## config.mk

```make
export PLATFORM = sky130hd
export DESIGN_NAME = uart_rx_oversample
export DESIGN_NICKNAME = d
export VERILOG_FILES = /design/src/rtl/uart_rx_oversample.sv
export SDC_FILE = /design/constraint.sdc
export NUM_CORES = 1
export LEC_CHECK = 0
export CAP_MARGIN = 5
export CORE_MARGIN = 3
export CORE_UTILIZATION = 30
export CTS_CLUSTER_DIAMETER = 120
export DETAILED_ROUTE_END_ITERATION = 12
export GPL_TIMING_DRIVEN = 0
export PLACE_DENSITY = 0.49
export SLEW_MARGIN = 20
export SYNTH_ARGS = -nofsm -noshare
export SYNTH_HDL_FRONTEND = slang
export SYNTH_SLANG_ARGS = --single-unit
```

## constraint.sdc

```tcl
create_clock -name i_Clk -period 2.8 [get_ports i_Clk]
set_input_delay 0.28 -clock i_Clk [delete_from_list [all_inputs] [get_ports i_Clk]]
set_output_delay 0.28 -clock i_Clk [all_outputs]
set_load 0.1 [all_outputs]
```

## src/rtl/uart_rx_oversample.sv

```systemverilog
// 8N1 UART receiver: two-flop input synchroniser, 16x oversampling with a 3-sample
// majority vote per bit, glitch rejection on the start bit and framing-error reporting.
module uart_rx_oversample #(
   parameter int unsigned CLK_HZ     = 50000000,
   parameter int unsigned BAUD       = 115200,
   parameter int unsigned OVERSAMPLE = 16,
   parameter int unsigned DIV        = CLK_HZ / (BAUD * OVERSAMPLE)
) (
   input  logic       i_Clk,
   input  logic       i_Rst,
   input  logic       i_Rx,
   output logic [7:0] o_Data,
   output logic       o_fDone,
   output logic       o_fErr,
   output logic       o_fBusy
);

   localparam int unsigned TICK_W = (DIV > 1) ? $clog2(DIV) : 1;
   localparam int unsigned SAMP_W = 4;
   localparam int unsigned BIT_W  = 3;

   localparam logic [SAMP_W-1:0] SAMP_V0   = SAMP_W'(7);
   localparam logic [SAMP_W-1:0] SAMP_V1   = SAMP_W'(8);
   localparam logic [SAMP_W-1:0] SAMP_V2   = SAMP_W'(9);
   localparam logic [SAMP_W-1:0] SAMP_LAST = SAMP_W'(15);
   localparam logic [BIT_W-1:0]  BIT_LAST  = BIT_W'(7);

   typedef enum logic [2:0] {
      S_IDLE,
      S_START,
      S_DATA,
      S_STOP,
      S_BREAK
   } state_t;

   state_t            state_q, state_d;
   logic              rx_meta_q, rx_s_q;
   logic [TICK_W-1:0] tick_cnt_q, tick_cnt_d;
   logic [SAMP_W-1:0] samp_q, samp_d;
   logic [BIT_W-1:0]  bit_cnt_q, bit_cnt_d;
   logic [2:0]        vote_q, vote_d;
   logic [7:0]        shift_q, shift_d;
   logic [7:0]        data_q, data_d;
   logic              done_q, done_d;
   logic              err_q, err_d;
   logic              busy_q, busy_d;

   logic              tick_c;
   logic              bit_end_c;
   logic              vote_bit_c;

   // Sample timing, vote capture and frame sequencing.
   always_comb begin
      tick_c     = (tick_cnt_q == TICK_W'(DIV - 1));
      bit_end_c  = tick_c && (samp_q == SAMP_LAST);
      tick_cnt_d = tick_c ? '0 : tick_cnt_q + 1'b1;
      samp_d     = tick_c ? samp_q + 1'b1 : samp_q;

      vote_d = vote_q;
      if (tick_c) begin
         if (samp_q == SAMP_V0) vote_d[0] = rx_s_q;
         if (samp_q == SAMP_V1) vote_d[1] = rx_s_q;
         if (samp_q == SAMP_V2) vote_d[2] = rx_s_q;
      end
      // vote_d already holds the sample-9 capture on the stop-bit decision tick
      vote_bit_c = (vote_d[0] & vote_d[1]) | (vote_d[0] & vote_d[2]) | (vote_d[1] & vote_d[2]);

      state_d   = state_q;
      bit_cnt_d = bit_cnt_q;
      shift_d   = shift_q;
      data_d    = data_q;
      done_d    = 1'b0;
      err_d     = 1'b0;

      case (state_q)
         S_IDLE: begin
            tick_cnt_d = '0;
            samp_d     = '0;
            bit_cnt_d  = '0;
            if (!rx_s_q) state_d = S_START;
         end
         S_START: begin
            if (bit_end_c) state_d = vote_bit_c ? S_IDLE : S_DATA;
         end
         S_DATA: begin
            if (bit_end_c) begin
               shift_d   = {vote_bit_c, shift_q[7:1]};
               bit_cnt_d = bit_cnt_q + 1'b1;
               if (bit_cnt_q == BIT_LAST) state_d = S_STOP;
            end
         end
         S_STOP: begin
            // Decide mid stop bit so a following start edge is never missed.
            if (tick_c && (samp_q == SAMP_V2)) begin
               if (vote_bit_c) begin
                  data_d  = shift_q;
                  done_d  = 1'b1;
                  state_d = S_IDLE;
               end else begin
                  err_d   = 1'b1;
                  state_d = S_BREAK;
               end
            end
         end
         S_BREAK: begin
            if (rx_s_q) state_d = S_IDLE;
         end
         default: state_d = S_IDLE;
      endcase

      busy_d = (state_d != S_IDLE);
   end

   always_ff @(posedge i_Clk) begin
      if (i_Rst) begin
         state_q    <= S_IDLE;
         rx_meta_q  <= 1'b1;
         rx_s_q     <= 1'b1;
         tick_cnt_q <= '0;
         samp_q     <= '0;
         bit_cnt_q  <= '0;
         vote_q     <= '0;
         shift_q    <= '0;
         data_q     <= '0;
         done_q     <= 1'b0;
         err_q      <= 1'b0;
         busy_q     <= 1'b0;
      end else begin
         state_q    <= state_d;
         rx_meta_q  <= i_Rx;
         rx_s_q     <= rx_meta_q;
         tick_cnt_q <= tick_cnt_d;
         samp_q     <= samp_d;
         bit_cnt_q  <= bit_cnt_d;
         vote_q     <= vote_d;
         shift_q    <= shift_d;
         data_q     <= data_d;
         done_q     <= done_d;
         err_q      <= err_d;
         busy_q     <= busy_d;
      end
   end

   assign o_Data  = data_q;
   assign o_fDone = done_q;
   assign o_fErr  = err_q;
   assign o_fBusy = busy_q;

endmodule

```

-- After elaboration in Yosys (flattened, before gate mapping)
Index checks and enable logic that the tools add are counted.
- flip-flop bits (word level): 39
- input port bits: 3
- output and inout port bits: 11
- word-level logic and storage cells: 61
- add/sub/neg operators: 3
- equal/unequal tests: 11
- muxes and demuxes: 17
- bitwise gates (word level): 7
- reduce and logical (&&, ||, !) cells: 11
- operators with widths (operator ; number):
    two-way mux 3 bit ; 9
    case mux 3 bit (5 select lines) ; 1
    equality test 4 bit, second input constant ; 3
    equality test 3 x 2 -> 1 bit, second input constant ; 2
    equality test 3 bit, second input constant ; 2
    case mux 3 bit (2 select lines) ; 1
    OR reduction 3 bit ; 2
    adder 5 x 1 -> 5 bit, second input constant ; 1
    equality test 5 bit, second input constant ; 1
    two-way mux 1 bit ; 5
    adder 4 x 1 -> 4 bit, second input constant ; 1
    equality test 4 x 3 -> 1 bit, second input constant ; 1
    AND reduction 2 bit ; 2
    adder 3 x 1 -> 3 bit, second input constant ; 1
    AND 1 bit ; 3
    equality test 3 x 1 -> 1 bit, second input constant ; 1
    zero test 3 bit ; 1
    AND reduction 3 bit ; 1
    nonzero test 3 bit ; 1
    logical AND 1 bit ; 2
    two-way mux 2 bit ; 1
    != test 2 bit, second input constant ; 1
    inverter 1 bit ; 2
    OR 1 bit ; 2
    2 further kinds ; 2

-- Depth between registers and ports, before layout
Gate-level depths: netlist of the first run.
- depth in word-level cells: 10
- gate-level depth with buffers: 10
- mapped depth without buffers: 8

-- Worst setup path before layout of the first run
OpenSTA, ideal clock, no wires.
- path kind: reg-to-reg
- start: register tick_cnt_q[0]
- end: register bit_cnt_q[1]
- library setup time: 0.132 ns
- data arrival time: 1.857 ns
- data required time: 2.668 ns
- path slack: 0.810 ns
- stages on the path, launching flop included: 9
- path buffers: 1
- clock period less this slack: 1.990 ns
- cell sequence: dfxtp_1 > inv_1 > ha_1 > nand4b_4 > or3_2 > or3_4 > buf_6 > nand3_1 > a21oi_1
- cells in the longest elaborated chain, start to end: 4
- RTL lines (element ; line ; text):
    from (decl) ; 38 ; logic [TICK_W-1:0] tick_cnt_q, tick_cnt_d;
    from (signal assigned) ; 132 ; tick_cnt_q <= tick_cnt_d;
    equality test 5 bit ; 54 ; tick_c = (tick_cnt_q == TICK_W'(DIV - 1));
    logical AND 1 bit ; 55 ; bit_end_c = tick_c && (samp_q == SAMP_LAST);
    != test 2 bit (no source line) ; -- ;
    AND reduction 2 bit (no source line) ; -- ;
    to (signal assigned) ; 134 ; bit_cnt_q <= bit_cnt_d;
    to (decl) ; 40 ; logic [BIT_W-1:0] bit_cnt_q, bit_cnt_d;
Every way passes these cells.
A chain may end at the register's enable or synchronous reset.

-- Final worst setup path of the first run
- start: register tick_cnt_q[0]
- end: register data_q[6], in the netlist o_Data[6]
- cells in the longest elaborated chain, start to end: 6
- elaborated cells between the ends (all ways): 9
- classes of those cells: eq/ne (1); mux (1); bitwise (5); reduce/logical (2)
- RTL lines (element ; line ; text):
    equality test 5 bit * ; 54 ;
    two-way mux 3 bit ; 60 ; if (tick_c) begin
    AND 1 bit ; 66 ; vote_bit_c = (vote_d[0] & vote_d[1]) | (vote_d[0] & vote_d[2]) | (vote_d[1] & vote_d[2]);
    OR 1 bit (2 in a row) ; 66 ;
    AND reduction 3 bit (no source line) * ; -- ;
    to (signal assigned) ; 137 ; data_q <= data_d;
    to (decl) ; 43 ; logic [7:0] data_q, data_d;
Every way passes the cells marked *; elsewhere a longest branch is shown, timed or not.

==> results of run 1 <==
## power groups by stage
stage          clock network (uW)  logic, uW  registers (uW)
5_1_grt                       417       28.4             561
6_report                      371       25.8             561
2_1_floorplan                   0       13.8             578
3_3_place_gp                    0       26.1             573
4_1_cts                       391       26.4             560
3_5_place_dp                    0       26.3             573
## state kept, by name, indices dropped and copies added (netlist names), 3 cells and up
| register | count |
|---|---|
| tick_cnt_q | 5 |
| shift_q | 8 |
| samp_q | 4 |
| bit_cnt_q | 3 |
| vote_q | 3 |
| o_Data | 8 |
| state_q | 3 |
## final cells by class
type                            count  area [um2]
Fill cell                         538        3270
Multi-Input combinational cell    125         791
Sequential cell                    39         781
Timing Repair Buffer               12         120
Tap cell                           70        87.6
Clock buffer                        6        82.6
Buffer                              6        52.6
Inverter                            5        18.8
Clock inverter                      1        5.00
## critical path, stage by stage (launching register included)
cell,delay [ns]
dfxtp_1,0.34
inv_1,0.06
ha_1,0.21
nand4b_4,0.18
nor3_1,0.31
mux2_2,0.40
o211ai_2,0.18
buf_6,0.18
mux2i_1,0.19
nor2_1,0.05
## logic make-up (layout without fill, tap and decap cells)
group                    count (synthesis)  after routing  share of synthesized area [%]
XOR/XNOR                                 5              5                           2.67
flip-flops                              39             39                           47.5
multiplexers                            10             10                           6.17
adder cells (fa/ha/maj)                  7              7                           5.33
buffers and inverters                   11             30                           4.34
AO/OA/AOI/OAI                           27             27                           10.1
AND/OR/NAND/NOR                         76             76                           23.8
## layer usage
metal  part of all wire (%)  track usage, %  vias to the layer above
li1                       -               -                      633
met1                     47            11.2                      555
met2                     49            18.3                       12
met3                    2.8            3.05                        5
met4                    1.6            5.07                        0
met5                      0               0                        -
## final timing paths
check	endpoint	cells after the start	slack, ns
max	o_Data[6]	9	0.58
min	shift_q[0]	2	0.19
max reg2reg	o_Data[6]	9	0.58
min reg2reg	rx_s_q	1	0.43
## synth_stat cells (2+ instances only)
cell,instances,area (um2)
a21oi_1,15,75.1
buf_6,3,33.8
dfxtp_1,39,781
ha_1,7,87.6
inv_1,5,18.8
mux2i_1,9,90.1
nand2_1,25,93.8
nand2b_1,4,25.0
nand3_1,6,30.0
nand4_1,2,12.5
nor2_1,22,82.6
nor3_1,2,10.0
o21ai_0,2,10.0
o31ai_1,2,15.0
or2_2,2,12.5
or2b_1,2,15.0
xnor2_1,2,17.5
xor2_1,3,26.3
## metrics by stage
stage	cell area (um2)	hold slack, ns
finish	1940	0.189
global route	1940	0.189
CTS	1940	0.182
detailed placement	1850	0.404
global placement	1850	0.395
floorplan	1640	0.384
==> results.py, run 1 <==
metrics = {
    "floorplanning": {
        "fp.dieArea_um2": 6400,
        "fp.dieH_um": 80,
        "rows": 26,
        "core-area_um2": 5200,
        "num_io_pins": 14,
        "die_w_um": 80,
        "initial_core_util_pct": 31.6,
    },
    "place": {
        "port_buffers": 12,
        "pre_cts_ws_ns": 0.564,
        "dp_cells": 257,
        "routabilityCongestion": 0.731,
        "dp.final_hpwl_um": 2280,
    },
    "logic_synthesis": {
        "postSynthAreaPerCell_um2": 9.39,
        "synth_nets": 185,
        "synth_edf_count": 0,
        "syn_inst": 175,
        "async_flop_share_pct": 0,
        "synth-seq-area-share_pct": 47.5,
        "yosys_warnings": 0,
        "netlist_area_um2": 1640,
        "ys_ff_latch": 39,
        "synth.distinct_cells": 41,
        "dominantRegCellSynth": "dfxtp_1",
    },
    "route": {
        "drcViolationCount": 0,
        "ant_nets": 0,
        "drt-total-wl_um": 3000,
        "viasPerCell": 4.56,
        "wire_per_inst_um": 11.4,
        "vias": 1205,
        "dr.pass1.iters": 4,
        "drtIter0Drc": 50,
    },
    "clock_tree": {
        "cts_setup_buffers": 0,
        "cts.clk_slew.worst_paths_ns": 0.07,
        "ctsHoldBuffers": 0,
        "cts_tree": "yes",
        "root_buffer": "clkbuf_8",
        "ctsResizeCount": 0,
        "htreeDepth": 2,
        "cts_buffers": 5,
        "clock_latency_ns": 0.28,
        "clock-sinks": 39,
        "clockBufferDepth": 2,
    },
    "pwr": {
        "switching_power_uw": 198,
        "p_leak_uw": 0.000774,
        "irDropWorstVdd_mv": 0.198,
        "p_clk_share_pct": 38.8,
        "p_int_uw": 760,
        "power_density_nw_per_um2": 494,
        "total_power_uw": 958,
        "power_frac_comb_pct": 2.7,
        "swShare_pct": 20.7,
        "seqPwrFrac_pct": 58.5,
    },
    "setup_path": {
        "startpoint": "tick_cnt_q[0]",
        "cp_max_fo": 9,
        "critical_path_class": "flip-flop to flip-flop",
        "crit_arrival_ns": 2.38,
        "r2r-start": "tick_cnt_q[0]",
        "required_ns": 2.96,
        "critPathLaunchType": "flip-flop",
        "critPathCaptureType": "flip-flop",
    },
    "sta": {
        "fin_ws_ns": 0.585,
        "fin_setup_tns_ns": 0,
        "clock_skew_ns": 0.00341,
        "worst_pin_slew_ns": 0.969,
        "setup_viol": 0,
        "relSlewSlack_pct": 35.2,
        "fmax_mhz": 451,
        "drv_slew": 0,
        "rsz0062_at_grt": "no",
        "finalHoldViolCount": 0,
        "fin_crit_ns": 2.22,
        "final.period_utilization_pct": 79.1,
    },
    "grt": {
        "gr-usage-all-layers_pct": 10.4,
        "grt_pass1_wl_um": 5090,
        "grt_max_degree": 12,
        "grt.overflow.total": 0,
        "grt_pass1_vias": 1190,
        "antenna_found_initial": 0,
    },
    "final_layout": {
        "final_common_cell": "dfxtp_1",
        "layout_common_cells": "39 x dfxtp_1, 25 x nand2_1, 22 x nor2_1",
        "nNetsFinal": 204,
        "num_antenna_cells": 0,
        "drive_gt1_share_pct": 11.3,
        "layout.cells.non_filler": 264,
        "syn_to_final_growth_pct": 18.0,
        "fin_util_pct": 37.2,
    },
    "worst_hold_path": {
        "worstHoldStart": "i_Rst",
        "min_path_type": "primary input to flip-flop",
    },
    "job": {
        "drv_cap": 0,
    },
    "status": {
        "status": "completed",
    },
}
Note: power is estimated with default switching activity, not from simulation.
==> run 2, diff against run 1 <==
- clock period: 2.8 -> 2.25 ns (I/O delays scaled with it)
==> run 2 against run 1 <==
Effect of this change:
- clock-buffer cell count unchanged
- register-to-register slack worse by 0.52 ns
- non-clock buffer count up 4
- sequential share of layout area down 1.7 points
- highest routed layer unchanged
- design area up 4.6%
- setup slack worse by 0.52 ns
- critical endpoint unchanged
- maximum frequency up 1.4%
- critical path depth down 1
- sequential power up 24%
==> results.py, run 2 (synthesized netlist as in run 1, its figures left out) <==
metrics = {
    "clock_tree": {
        "clock_latency_ns": 0.28,
        "root_buffer": "clkbuf_8",
        "clock-sinks": 39,
        "cts_tree": "yes",
        "clockBufferDepth": 2,
        "cts_buffers": 5,
        "cts.clk_slew.worst_paths_ns": 0.07,
        "htreeDepth": 2,
    },
    "setup_path": {
        "crit_path_max_incr_delay_ns": 0.55,
        "critPathSlowestCell": "or4_4",
        "crit_arrival_ns": 2.35,
        "cp_max_fo": 8,
        "required_ns": 2.41,
        "cp_cell_sequence": "ha_4 > nand4b_4 > or4_4 > a22oi_2 > o211ai_2 > buf_2 > mux2i_1 > nor2_1",
        "critPathCaptureType": "flip-flop",
        "critical_path_class": "flip-flop to flip-flop",
        "critPathLaunchType": "flip-flop",
    },
    "final_layout": {
        "fillers": 523,
        "syn_to_final_growth_pct": 23.4,
        "final_area_um2": 2030,
        "layout_common_cells": "38 x dfxtp_1, 25 x nand2_1, 22 x nor2_1",
        "num_antenna_cells": 0,
        "drive_gt1_share_pct": 17.2,
        "final_common_cell": "dfxtp_1",
        "nNetsFinal": 208,
    },
    "job": {
        "drv_cap": 0,
    },
    "place": {
        "routabilityCongestion": 0.731,
        "pre_cts_ws_ns": 0.0141,
        "port_buffers": 12,
        "dp.final_hpwl_um": 2280,
        "place_area_um2": 1850,
    },
    "sta": {
        "clock_skew_ns": 0.00472,
        "relSlewSlack_pct": 35.2,
        "fin_crit_ns": 2.18,
        "setup_viol": 0,
        "fmax_mhz": 458,
        "final.period_utilization_pct": 97.1,
        "fin_ws_ns": 0.0658,
        "finalHoldViolCount": 0,
        "worst_pin_slew_ns": 0.969,
        "hold_slack_ns": 0.133,
        "drv_slew": 0,
    },
    "route": {
        "wire_per_inst_um": 11.8,
        "ant_nets": 0,
        "drt-total-wl_um": 3170,
        "vias": 1252,
        "dr.pass1.iters": 4,
        "drcViolationCount": 0,
        "drtIter0Drc": 43,
        "viasPerCell": 4.67,
    },
    "floorplanning": {
        "num_io_pins": 14,
        "rows": 26,
        "die_w_um": 80,
        "core-area_um2": 5200,
        "initial_core_util_pct": 31.6,
        "fp.dieArea_um2": 6400,
        "fp.dieH_um": 80,
    },
    "pwr": {
        "p_leak_uw": 0.000798,
        "irDropWorstVdd_mv": 0.250,
        "power_density_nw_per_um2": 589,
    },
    "status": {
        "status": "completed",
    },
    "grt": {
        "grt_max_degree": 12,
        "grt_pass1_vias": 1190,
        "grt_pass1_wl_um": 5110,
        "grt.overflow.total": 0,
        "gr-usage-all-layers_pct": 10.4,
        "antenna_found_initial": 0,
    },
    "worst_hold_path": {
        "min_path_type": "primary input to flip-flop",
    },
}
run 2: timing repair:
action	in CTS	in global routing
setup buffers	0	3
resized for setup	1	12
endpoints found under the setup margin	4	19
hold buffers	0	0
gates cloned	0	1
pin swaps	0	2
run 2: final cells by class:
type | count | area (um2) | area share (%)
multi-input combinational | 125 | 851 | 42.0
clock buffer | 6 | 82.6 | 4.07
buffer | 6 | 52.6 | 2.59
sequential | 39 | 782 | 38.6
tap | 70 | 87.6 | 4.32
timing repair buffer | 16 | 148 | 7.28
inverter | 5 | 18.8 | 0.926
clock inverter | 1 | 5.00 | 0.247
run 2: metal layers:
layer / vias to the layer above / track usage [%] / wire length [um]
met2: 12 / 18.4 / 1570
met4: 0 / 5.07 / 37
li1: 649 / - / -
met1: 587 / 11.2 / 1470
met3: 4 / 3.05 / 86
met5: - / 0 / 0
run 2: worst paths after layout:
kind,startpoint,end,slack [ns],cells after the start
min reg2reg,rx_meta_q,rx_s_q,0.43,1
min,i_Rst,shift_q[0],0.13,2
max reg2reg,tick_cnt_q[1],o_Data[6],0.07,8
max,tick_cnt_q[1],o_Data[6],0.07,8
run 2: metrics by stage:
stage / total power [uW] / instances / util [%] / setup TNS, ns
finish: 1190 / 268 / 38.9 / 0
global route: 1250 / 268 / 38.9 / -0.0469
CTS: 1220 / 264 / 37.3 / 0
detailed placement: 746 / 257 / 35.6 / 0
global placement: 746 / 257 / 35.6 / 0
floorplan: 737 / 175 / - / 0
run 2: power breakdown:
part / internal (uW) / switching (uW)
logic: 11.2 / 21.6
registers: 694 / 4.11
clock network: 240 / 222
total: 946 / 248
run 2: critical path, delay by kind of cell, from the launching register on:
kind | cells | cell delay (ns)
and+or+nand+nor | 3 | 0.79
DFF | 1 | 0.39
AOI/OAI and AO/OA | 2 | 0.36
buffers and inverters | 1 | 0.20
adders and majority gates | 1 | 0.17
muxes | 1 | 0.15
==> run 3, diff against run 2 <==
- SETUP_SLACK_MARGIN: unset -> 0.4
==> run 3 against run 2 <==
Effect of this change:
- sequential share of layout area decreased by 2.6 points
- clock skew increased by 0.0065 ns
- clock-buffer cell count decreased by 1
- worst hold slack got worse by 0.0064 ns
- non-clock buffer count increased by 2
- clock power increased by 27%
- largest cell class unchanged
==> results.py, run 3 (synthesized netlist as in run 1, its figures left out) <==
metrics = {
    "worst_hold_path": {
        "min_path_type": "primary input to flip-flop",
        "hold_end": "shift_q[0]",
        "worstHoldStart": "i_Rst",
        "hold_depth": 2,
    },
    "place": {
        "dp.final_hpwl_um": 2250,
        "dp_cells": 257,
        "port_buffers": 12,
        "place_area_um2": 1870,
        "routabilityCongestion": 0.787,
    },
    "pwr": {
        "swShare_pct": 21.7,
        "total_power_uw": 1320,
        "p_leak_uw": 0.000897,
        "switching_power_uw": 287,
        "irDropWorstVdd_mv": 0.477,
        "p_clk_share_pct": 44.5,
        "power_density_nw_per_um2": 606,
        "p_int_uw": 1040,
        "power_frac_comb_pct": 2.8,
        "seqPwrFrac_pct": 52.7,
    },
    "floorplanning": {
        "initial_core_util_pct": 31.6,
        "rows": 26,
        "num_io_pins": 14,
        "fp.dieArea_um2": 6400,
        "core-area_um2": 5200,
        "fp.dieH_um": 80,
        "die_w_um": 80,
    },
    "status": {
        "status": "completed",
    },
    "setup_path": {
        "critPathSlowestCell": "or4_4",
        "r2r_slack_ns": 0.17,
        "crit_arrival_ns": 2.26,
        "r2r_cells": 9,
        "required_ns": 2.43,
        "cp_max_fo": 9,
        "critPathCaptureType": "flip-flop",
        "crit_path_max_incr_delay_ns": 0.54,
        "r2r-start": "tick_cnt_q[0]",
        "cp_top_family": "simple AND/OR/NAND/NOR gates",
        "critPathLaunchType": "flip-flop",
        "path_buf_inv": 2,
        "critical_path_class": "flip-flop to flip-flop",
        "cp_cell_sequence": "inv_2 > ha_4 > nand4b_4 > or4_4 > a22oi_2 > o211ai_2 > buf_6 > mux2i_1 > nor2_1",
        "rr_endpoint": "o_Data[0]",
    },
    "sta": {
        "worst_pin_slew_ns": 0.958,
        "fmax_mhz": 480,
        "rsz0062_at_grt": "yes",
        "fin_crit_ns": 2.08,
        "fin_setup_tns_ns": 0,
        "setup_viol": 0,
        "hold_slack_ns": 0.127,
        "drv_slew": 0,
        "finalHoldViolCount": 0,
        "relSlewSlack_pct": 36.4,
        "clock_skew_ns": 0.0112,
        "final.period_utilization_pct": 92.6,
    },
    "final_layout": {
        "layout_common_cells": "36 x dfxtp_1, 22 x nor2_1, 18 x nand2_1",
        "final_common_cell": "dfxtp_1",
        "syn_to_final_growth_pct": 32.7,
        "drive_gt1_share_pct": 29.9,
        "num_antenna_cells": 0,
        "nNetsFinal": 210,
        "layout.cells.non_filler": 271,
        "final_area_um2": 2180,
    },
    "grt": {
        "gr-usage-all-layers_pct": 12.1,
        "use_met3_pct": 3.27,
        "grt_pass1_wl_um": 6040,
        "grt_max_degree": 14,
        "grt_most_used_layer": "met2",
        "grt_pass1_vias": 1357,
        "grt_use_met1_pct": 13.8,
        "antenna_found_initial": 0,
        "met2_usage_pct": 20.8,
        "grt.overflow.total": 0,
    },
    "clock_tree": {
        "cts_buffers": 5,
        "clock-sinks": 39,
        "cts_tree": "yes",
        "htreeDepth": 2,
        "clockBufferDepth": 2,
        "root_buffer": "clkbuf_8",
        "cts.clk_slew.worst_paths_ns": 0.08,
        "clock_latency_ns": 0.29,
    },
    "route": {
        "viasPerCell": 4.70,
        "dr.pass1.iters": 4,
        "drtIter0Drc": 21,
        "drt-total-wl_um": 3370,
        "vias": 1274,
        "drcViolationCount": 0,
        "wire_per_inst_um": 12.4,
        "ant_nets": 0,
    },
    "job": {
        "drv_cap": 0,
    },
}
==> run 3: changes by cell type in the layout (fill, tap and decap cells not counted), moves of 3 or more <==
cell,change
nand3_1,-3
a21oi_1,-9
a21oi_2,+9
clkdlybuf4s50_1,-11
dlygate4sd2_1,+11
nand2_1,-7
nand3_2,+3
nand2_4,+5
==> run 3: how the worst max path moves through the flow <==
stage	startpoint	end	slack, ns	cells past startpoint
floorplan	tick_cnt_q[0]	o_Data[0]	0.32	9
global placement	tick_cnt_q[0]	o_Data[4]	0.09	9
detailed placement	tick_cnt_q[0]	o_Data[0]	0.08	9
CTS	tick_cnt_q[0]	o_Data[0]	0.16	9
global route	tick_cnt_q[0]	o_Data[1]	0.01	9
finish	tick_cnt_q[0]	o_Data[0]	0.17	9
==> run 3: cell type report <==
| cell class | count | area (um2) |
|---|---|---|
| clock inverter | 3 | 43.8 |
| multi-input combinational | 125 | 937 |
| fill | 514 | 3020 |
| sequential | 39 | 785 |
| timing repair buffer | 18 | 184 |
| inverter | 5 | 18.8 |
| buffer | 6 | 56.3 |
| tap | 70 | 87.6 |
| clock buffer | 5 | 68.8 |
==> run 3: stage by stage <==
step | setup slack, ns | utilization [%]
after floorplan | 0.321 | -
after detailed placement | 0.0784 | 36.0
final | 0.166 | 41.9
after global placement | 0.0935 | 36.0
after global routing | 0.0140 | 41.9
after CTS | 0.160 | 41.2
==> run 3: worst register-to-register path, delay by kind of cell, from the launching register on <==
kind                       cells  cell delay (ns)
buffers and inverters          2             0.23
adders and majority gates      1             0.14
DFF                            1             0.33
AOI/OAI and AO/OA              2             0.35
muxes                          1             0.15
and+or+nand+nor                3             0.77
==> run 3: metal layers <==
metal / vias to the layer above / part of all wire, %
met5: - / 0
met4: 0 / 1.6
met3: 6 / 3.4
met2: 21 / 50
met1: 598 / 45
li1: 649 / -
==> run 3: timing repair <==
| action | CTS | global route |
|---|---|---|
| pin swaps | 19 | 4 |
| endpoints found under the setup margin | 35 | 25 |
| resized for setup | 36 | 10 |
| cloned | 1 | 0 |
| hold buffers | 0 | 0 |
| setup buffers | 5 | 0 |
==> run 3: power groups by stage <==
stage | combinational, uW | clock, uW | sequential [uW]
finish | 36.5 | 588 | 697
global route | 39.9 | 634 | 698
detailed placement | 34.2 | 0 | 714
floorplan | 17.8 | 0 | 720
CTS | 36.4 | 600 | 697
global placement | 33.3 | 0 | 714
